`config.mk`:
```
export PLATFORM = sky130hd
export DESIGN_NAME = ex_multicycle
export DESIGN_NICKNAME = d
export VERILOG_FILES = /design/src/rtl/ex_multicycle.sv
export SDC_FILE = /design/constraint.sdc
export NUM_CORES = 1
export LEC_CHECK = 0
export BUFFER_PORTS_ARGS = -buffer_cell sky130_fd_sc_hd__buf_2
export CAP_MARGIN = 20
export CELL_PAD_IN_SITES_DETAIL_PLACEMENT = 1
export CELL_PAD_IN_SITES_GLOBAL_PLACEMENT = 1
export CORE_UTILIZATION = 40
export DETAILED_ROUTE_END_ITERATION = 10
export HOLD_SLACK_MARGIN = 0.06
export PLACE_DENSITY_LB_ADDON = 0.1
export SKIP_CTS_REPAIR_TIMING = 1
export SLEW_MARGIN = 30
export SYNTH_ARGS = -nofsm -noshare
export SYNTH_HDL_FRONTEND = slang
export SYNTH_SLANG_ARGS = --single-unit
```
`constraint.sdc`:
```
create_clock -name clk -period 6.24 [get_ports clk]
set_input_delay 0 -clock clk [delete_from_list [all_inputs] [get_ports clk]]
set_output_delay 0 -clock clk [all_outputs]
set_load 0.05 [all_outputs]
```
`src/rtl/ex_multicycle.sv`:
```
// ex_multicycle -- execute stage with the EX/MEM output register built in.
//
// Single-cycle logic, shift and add/sub/compare results are registered one
// cycle after acceptance. Divide uses a radix-2 restoring FSM and holds
// stallreq_o high until the result is ready. The divider is only built when
// the EX_DIV_EN macro is defined. Without it, the DIV class returns 0 in one
// cycle, and stallreq_o and rem_o are tied to 0.
//
// Ports:
//   clk, rst            clock, synchronous active-high reset
//   valid_i, flush_i    instruction present / kill in-flight work
//   aluop_i, alusel_i   operation subtype / result class
//   wd_i, wreg_i        destination address / register write enable
//   reg1_i, reg2_i      source operands
//   stallreq_o          combinational stall request to pipeline control
//   valid_o, wd_o, wreg_o, wdata_o, rem_o   registered EX/MEM bundle
//
// Handshake: an instruction is accepted on a rising edge where
// valid_i & !stallreq_o & !flush_i. While stallreq_o is high, upstream holds
// every input stable.
module ex_multicycle #(
    parameter int DATA_W = 32,
    parameter int REG_AW = 5
) (
    input  logic              clk,
    input  logic              rst,
    input  logic              valid_i,
    input  logic              flush_i,
    input  logic [7:0]        aluop_i,
    input  logic [2:0]        alusel_i,
    input  logic [REG_AW-1:0] wd_i,
    input  logic              wreg_i,
    input  logic [DATA_W-1:0] reg1_i,
    input  logic [DATA_W-1:0] reg2_i,
    output logic              stallreq_o,
    output logic              valid_o,
    output logic [REG_AW-1:0] wd_o,
    output logic              wreg_o,
    output logic [DATA_W-1:0] wdata_o,
    output logic [DATA_W-1:0] rem_o
);
    localparam int SH_W = $clog2(DATA_W);

    localparam logic [2:0] SEL_LOGIC = 3'b001;
    localparam logic [2:0] SEL_SHIFT = 3'b010;
    localparam logic [2:0] SEL_ARITH = 3'b100;
    localparam logic [2:0] SEL_DIV   = 3'b110;

    localparam logic [7:0] OP_AND  = 8'h24;
    localparam logic [7:0] OP_OR   = 8'h25;
    localparam logic [7:0] OP_XOR  = 8'h26;
    localparam logic [7:0] OP_NOR  = 8'h27;
    localparam logic [7:0] OP_SLL  = 8'h7C;
    localparam logic [7:0] OP_SRL  = 8'h02;
    localparam logic [7:0] OP_SRA  = 8'h03;
    localparam logic [7:0] OP_ADD  = 8'h20;
    localparam logic [7:0] OP_SUB  = 8'h23;
    localparam logic [7:0] OP_SLT  = 8'h2A;
    localparam logic [7:0] OP_SLTU = 8'h2B;
    localparam logic [7:0] OP_DIV  = 8'h1A;
    localparam logic [7:0] OP_DIVU = 8'h1B;

    logic              is_div_op;
    logic [SH_W-1:0]   shamt;
    logic [DATA_W-1:0] alu_res;
    logic [DATA_W-1:0] div_quo;
    logic [DATA_W-1:0] div_rem;

    assign is_div_op = (alusel_i == SEL_DIV) &&
                       ((aluop_i == OP_DIV) || (aluop_i == OP_DIVU));
    assign shamt     = reg1_i[SH_W-1:0];

    // Single-cycle result; DIV and unknown classes fall through to 0.
    always_comb begin
        alu_res = '0;
        case (alusel_i)
            SEL_LOGIC: begin
                case (aluop_i)
                    OP_AND:  alu_res = reg1_i & reg2_i;
                    OP_OR:   alu_res = reg1_i | reg2_i;
                    OP_XOR:  alu_res = reg1_i ^ reg2_i;
                    OP_NOR:  alu_res = ~(reg1_i | reg2_i);
                    default: alu_res = '0;
                endcase
            end
            SEL_SHIFT: begin
                case (aluop_i)
                    OP_SLL:  alu_res = reg2_i << shamt;
                    OP_SRL:  alu_res = reg2_i >> shamt;
                    OP_SRA:  alu_res = $signed(reg2_i) >>> shamt;
                    default: alu_res = '0;
                endcase
            end
            SEL_ARITH: begin
                case (aluop_i)
                    OP_ADD:  alu_res = reg1_i + reg2_i;
                    OP_SUB:  alu_res = reg1_i - reg2_i;
                    OP_SLT:  alu_res = {{(DATA_W-1){1'b0}}, ($signed(reg1_i) < $signed(reg2_i))};
                    OP_SLTU: alu_res = {{(DATA_W-1){1'b0}}, (reg1_i < reg2_i)};
                    default: alu_res = '0;
                endcase
            end
            default: alu_res = '0;
        endcase
    end

`ifdef EX_DIV_EN
    typedef enum logic [1:0] {
        S_IDLE = 2'd0,
        S_BUSY = 2'd1,
        S_DONE = 2'd2
    } div_state_t;

    localparam logic [SH_W-1:0] CNT_LAST = SH_W'(DATA_W - 1);

    div_state_t        state_q, state_d;
    logic [SH_W-1:0]   cnt_q;
    logic [DATA_W-1:0] quo_q;     // dividend magnitude, shifted into the quotient
    logic [DATA_W-1:0] prem_q;    // partial remainder
    logic [DATA_W-1:0] dsr_q;     // divisor magnitude
    logic              neg_quo_q;
    logic              neg_rem_q;
    logic              dvz_q;

    logic              div_start;
    logic              sgn_op;
    logic [DATA_W-1:0] a_mag;
    logic [DATA_W-1:0] b_mag;
    logic [DATA_W:0]   shifted;
    logic [DATA_W:0]   trial;

    assign div_start = (state_q == S_IDLE) && valid_i && is_div_op && !flush_i;
    assign sgn_op    = (aluop_i == OP_DIV);
    assign a_mag     = (sgn_op && reg1_i[DATA_W-1]) ? ('0 - reg1_i) : reg1_i;
    assign b_mag     = (sgn_op && reg2_i[DATA_W-1]) ? ('0 - reg2_i) : reg2_i;

    // A negative trial difference shows up as bit DATA_W set.
    assign shifted   = {prem_q, quo_q[DATA_W-1]};
    assign trial     = shifted - {1'b0, dsr_q};

    always_ff @(posedge clk) begin
        if (rst) begin
            state_q <= S_IDLE;
        end else begin
            state_q <= state_d;
        end
    end

    always_comb begin
        state_d = state_q;
        case (state_q)
            S_IDLE: begin
                if (div_start) begin
                    state_d = (reg2_i == '0) ? S_DONE : S_BUSY;
                end
            end
            S_BUSY: begin
                if (flush_i) begin
                    state_d = S_IDLE;
                end else if (cnt_q == CNT_LAST) begin
                    state_d = S_DONE;
                end
            end
            S_DONE:  state_d = S_IDLE;
            default: state_d = S_IDLE;
        endcase
    end

    always_comb begin
        stallreq_o = valid_i && is_div_op && (state_q != S_DONE) && !flush_i;
        div_quo    = dvz_q ? '1 : (neg_quo_q ? ('0 - quo_q) : quo_q);
        // Divide-by-zero remainder is the dividend, still held on reg1_i.
        div_rem    = dvz_q ? reg1_i : (neg_rem_q ? ('0 - prem_q) : prem_q);
    end

    always_ff @(posedge clk) begin
        if (rst) begin
            cnt_q     <= '0;
            quo_q     <= '0;
            prem_q    <= '0;
            dsr_q     <= '0;
            neg_quo_q <= 1'b0;
            neg_rem_q <= 1'b0;
            dvz_q     <= 1'b0;
        end else if (div_start) begin
            cnt_q     <= '0;
            quo_q     <= a_mag;
            prem_q    <= '0;
            dsr_q     <= b_mag;
            neg_quo_q <= sgn_op && (reg1_i[DATA_W-1] ^ reg2_i[DATA_W-1]);
            neg_rem_q <= sgn_op && reg1_i[DATA_W-1];
            dvz_q     <= (reg2_i == '0);
        end else if (state_q == S_BUSY) begin
            cnt_q <= cnt_q + 1'b1;
            if (!trial[DATA_W]) begin
                prem_q <= trial[DATA_W-1:0];
                quo_q  <= {quo_q[DATA_W-2:0], 1'b1};
            end else begin
                prem_q <= shifted[DATA_W-1:0];
                quo_q  <= {quo_q[DATA_W-2:0], 1'b0};
            end
        end
    end
`else
    assign stallreq_o = 1'b0;
    assign div_quo    = '0;
    assign div_rem    = '0;
`endif

    // EX/MEM register: flush/reset clears the bundle; a bubble clears only
    // valid and write enable so the data fields hold.
    always_ff @(posedge clk) begin
        if (rst || flush_i) begin
            valid_o <= 1'b0;
            wreg_o  <= 1'b0;
            wd_o    <= '0;
            wdata_o <= '0;
            rem_o   <= '0;
        end else if (valid_i && !stallreq_o) begin
            valid_o <= 1'b1;
            wreg_o  <= wreg_i;
            wd_o    <= wd_i;
            wdata_o <= is_div_op ? div_quo : alu_res;
            rem_o   <= is_div_op ? div_rem : '0;
        end else begin
            valid_o <= 1'b0;
            wreg_o  <= 1'b0;
        end
    end
endmodule
```
Word level (Yosys, flattened, before mapping)
Cells that the tools add are included.
Widths: inputs -> output; s select.
{"block": "classes", "n_addsub": 2, "order_cmp": 2, "eq_ne": 17, "shift": 3, "n_mux": 6, "bitwise_logic": 5, "reduce_logical": 4}
{"operator": "$pmux 32 s4", "n": 2}
{"operator": "$pmux 32 s3", "n": 2}
{"operator": "$eq 8x6->1 const B", "n": 8}
{"operator": "$lt 32x32->1", "n": 2}
{"operator": "$add 32x32->32", "n": 1}
{"operator": "$and 32x32->32", "n": 1}
{"operator": "$mux 32", "n": 1}
{"operator": "$not 32->32", "n": 1}
{"operator": "$or 32x32->32", "n": 1}
{"operator": "$shl 32x5->32", "n": 1}
{"operator": "$shr 32x5->32", "n": 1}
{"operator": "$sshr 32x5->32", "n": 1}
{"operator": "$sub 32x32->32", "n": 1}
{"operator": "$xor 32x32->32", "n": 1}
{"operator": "$eq 8x2->1 const B", "n": 2}
{"operator": "$eq 8x5->1 const B", "n": 2}
{"operator": "$eq 8x7->1 const B", "n": 1}
{"operator": "$eq 3x3->1 const B", "n": 2}
{"operator": "$eq 3x1->1 const B", "n": 1}
{"operator": "$eq 3x2->1 const B", "n": 1}
{"operator": "$logic_or 1x1->1", "n": 2}
{"operator": "$reduce_or 2->1", "n": 1}
{"operator": "$logic_and 1x1->1", "n": 1}
{"operator": "$mux 1", "n": 1}
{"operator": "$not 1->1", "n": 1}
{"block": "totals", "reg_bits": 39, "inputBits": 85, "output_inout_bits": 72, "wordCells": 43}

Logic depth before layout (Yosys ltp)
{"block": "depth", "depth_word": 5, "mapped_depth": 17, "depth_no_buf": 13}

Worst setup path after synthesis
Ideal clock, no wire load.
{"block": "synth_path", "path_type": "in2reg", "from": "in reg1_i[0]", "to": "reg wdata_o[28]", "setup_ns": 0.130, "arrival_ns": 3.196, "required_ns": 6.110, "path_slack_ns": 2.915, "stages": 17, "path_cell_list": "buf_6 buf_4 buf_2 buf_2 inv_1 ha_1 inv_1 fa_1 nor2b_1 o21ai_1 a211oi_1 o31a_1 a2111o_1 o21ai_1 o31a_1 mux2i_1 o21ai_0"}
{"block": "synth_via", "elab_chain_cells": 4, "elab_cells_between_ends": 9}
{"item": "start, declared", "line": "33", "text": "input logic [DATA_W-1:0] reg1_i,"}
{"item": "$sub 32x32->32 (tied with other cells)", "line": "97", "text": "OP_SUB: alu_res = reg1_i - reg2_i;"}
{"item": "$pmux 32 s4 / $pmux 32 s3 (equally long branches)", "line": "95, 87"}
{"item": "$pmux 32 s3 (*)", "line": "76", "text": "case (alusel_i)"}
{"item": "$mux 32 (*)", "line": "223", "text": "wdata_o <= is_div_op ? div_quo : alu_res;"}
{"item": "end signal, assigned", "line": "223"}
{"item": "end, declared", "line": "39", "text": "output logic [DATA_W-1:0] wdata_o,"}
Mark *: on every way between the ends. The rest lies on a longest branch, timed or not.
A chain may end at the register's enable or synchronous reset.

Worst setup path after layout
{"block": "layout_path", "from": "in reg1_i[4]", "to": "reg wdata_o[27]"}
The elaborated chain is that of the path after synthesis.

==> results by group <==
Setup path
  – Slowest CP cell: buf_2
  – Critical path buffers and inverters: 2
  – Max incr delay on CP: 0.65 ns
  – Cell-by-cell trace of the critical path: buf_2 -> inv_1 -> ha_1 -> a21oi_1 -> o311ai_2 -> a211oi_4 -> a211oi_1 -> a311oi_2 -> nor2_2 -> a21o_1 -> a2111oi_4 -> nor3_2
  – Setup CP Type: input pin to register
  – Critical path depth: 12
  – WP data arrival: 4.10 ns
  – CP startpoint kind: input pin
  – Cells on worst reg2reg path: 6
  – Crit-path leading delay family: compound AO/OA/AOI/OAI gates
  – Critical path required time: 6.44 ns
  – CP Max Fanout: 47
  – Setup crit end kind: register

Placed design
  – HPWL after detailed placement: 41,330 um
  – DP Area: 0.01195 sq mm
  – Placed Cells: 1,942
  – # port buffers: 123
  – Pre-CTS WS: 2.107 ns
  – GPL Wtd Cong: 0.9545

Drt
  – Residual DRC: 0
  – DR iter-0 viols: 1,171
  – Detailed Routing Iterations Pass 1: 5
  – DR WL/cell: 27.22 um
  – Vias: 12.81k
  – Post-DRT Antenna Nets: 0
  – Vias/cell: 6.554
  – Final WL: 53,220 um

Yosys
  – Yosys warning count: 0
  – Post-synthesis instance area: 0.01134 sq mm
  – Fraction of registers with async set/reset: 0
  – EDFF count, synth: 0
  – Primary FF master, synth: dfxtp_1
  – Seq/Total Area, Yosys: 0.06887
  – Mapped Cells: 1,539
  – Avg Synthesized Cell Area: 7.366 sq um
  – Synth Register Bits: 39
  – Yosys cell types: 92
  – Ranking of synthesized cells by area: mux4_2 12%, ha_1 11%, dfxtp_1 6.9%
  – Synth top area share: 0.1192
  – Synth area leader: mux4_2

Final layout
  – Final Util: 0.4365
  – Ratio of cells with drive above 1 in the final layout: 0.1598
  – Most frequent cells in the layout: 163 x nor2_1, 122 x a21oi_1, 120 x buf_2
  – Ant diodes: 0
  – Fin cells: 1,955
  – Fill count: 3,530
  – Nets: 1,763
  – Area growth from synthesis to layout: 7.274%
  – Commonest non-fill, non-tap cell in the layout: nor2_1
  – Finished Cell Area: 0.01216 sq mm

Die
  – Core box area: 0.02786 sq mm
  – Site Rows: 61
  – Starting Density: 0.4069
  – # IOs: 157
  – Die area: 0.02902 sq mm
  – Chip width: 170.3 um
  – Die Y-Extent: 170.3 um

Min path
  – HP Class: input pin to register
  – Hold Path Depth: 3

CTS
  – CTS tree: built
  – Clk_lat worst skew: 0.30 ns
  – Root Driver: clkbuf_16
  – Deepest clock path buffer count: 2
  – Total CTS buffers: 5
  – H-tree lvl count: 2
  – CTS Sinks: 39
  – Worst-path clk slew: 0.07 ns

Timing
  – Worst-Margin Slew: 0.9535 ns
  – Count of final hold-check violations: 0
  – Final setup viols: 0
  – Final Cycle Share: 0.6254
  – RSZ-0062 raised after global routing: no
  – F_max: 256.2 MHz
  – Slew Limit Fails: 0
  – TNS Setup: 0 ns
  – Hold slack: 0.1747 ns
  – Slew margin rel.: 0.3628
  – Worst Clk Skew: 0 ns
  – Crit path time final: 3.903 ns
  – Fin worst setup slack: 2.337 ns

Pwr
  – LEAKAGE: 5.155 nW
  – PnR Total Power: 1.501 mW
  – Worst vdd ir: 0.08986 mV
  – Power density cells: 123.5 mW/mm^2

Global routing
  – Vias in the first global route: 12.31k
  – Global route overflow: 0
  – Initial antenna violation count: 0
  – First-pass GRT wire length: 78,990 um
  – GRT Overall Usage: 0.3635
  – Largest net degree at the start of global routing: 66

Run
  – # Max-Cap Violations: 0

Run status
  – Outcome: complete, no violations
## path summary, 6_finish.rpt
kind / slack, ns / from / endpoint
worst max register to register: 4.76 / wdata_o[31] / wdata_o[31]
worst max-delay path: 2.34 / reg1_i[4] / wdata_o[27]
worst min-delay path: 0.17 / flush_i / wdata_o[17]
worst min register to register: 0.44 / wdata_o[3] / wdata_o[3]
## per-layer routing
metal / up-vias / global-route usage / wire length (um)
li1: 5702 / - / -
met4: 0 / 0.1128 / 1797
met3: 85 / 0.03349 / 3717
met5: - / 0 / 0
met1: 6401 / 0.4927 / 22940
met2: 626 / 0.6064 / 24760
## synth_stat cells (9+ instances only)
library cell  count
a211oi_1         46
a21o_1           24
a21oi_1         122
a221oi_1         13
a31oi_1          14
and2_1            9
and3_1           15
buf_1            15
buf_2            25
buf_4            39
clkbuf_1         71
dfxtp_1          39
ha_1             99
inv_1            92
mux2_2           10
mux2i_1          76
mux4_2           60
nand2_1         110
nand3_1          21
nand4_1           9
nor2_1          164
nor2b_1          26
nor3_1           42
nor4_1           10
o211ai_1         26
o21a_1           12
o21ai_0         100
o21ai_1          19
o21bai_1         18
o22ai_1          13
xnor2_1          40
## cell families after synthesis
kind of cell	after synthesis	synth area share
xor gates and xnor gates	47	0.03631
other	1	0.0003308
DFF	39	0.06887
adders and majority gates	101	0.1128
muxes	147	0.1972
AOI/OAI and AO/OA	501	0.2938
and+or+nand+nor	454	0.1905
buffers and inverters	249	0.1001
## state kept, by name, indices dropped and copies added (netlist names)
register	flops
valid_o	1
wdata_o	32
wreg_o	1
wd_o	5
## final cells by class
type                       count  area (sq um)  area share
clock buffer                   6         138.9     0.01142
multi-input combinational   1283          9543      0.7848
tap                          378         473.0     0.03889
timing repair buffer         152         859.6     0.07069
sequential                    39         780.7     0.06420
clock inverter                 1         5.005   0.0004116
inverter                      96         360.3     0.02963
## worst reg2reg max path: stages, from the launching register on
cell and delay [ns]:
dfxtp_1 0.33, nor2b_1 0.14, o21bai_1 0.20, nor4_1 0.27, o21ai_1 0.10, a41oi_1 0.21, a211oi_1 0.10
## power by group
part | internal [mW] | switching, mW | leakage [nW]
combinational | 0.328 | 0.636 | 4.77
sequential | 0.252 | 0.00251 | 0.315
clock | 0.157 | 0.126 | 0.0727
total | 0.737 | 0.765 | 5.16
Note: power is estimated with default switching activity, not from simulation.
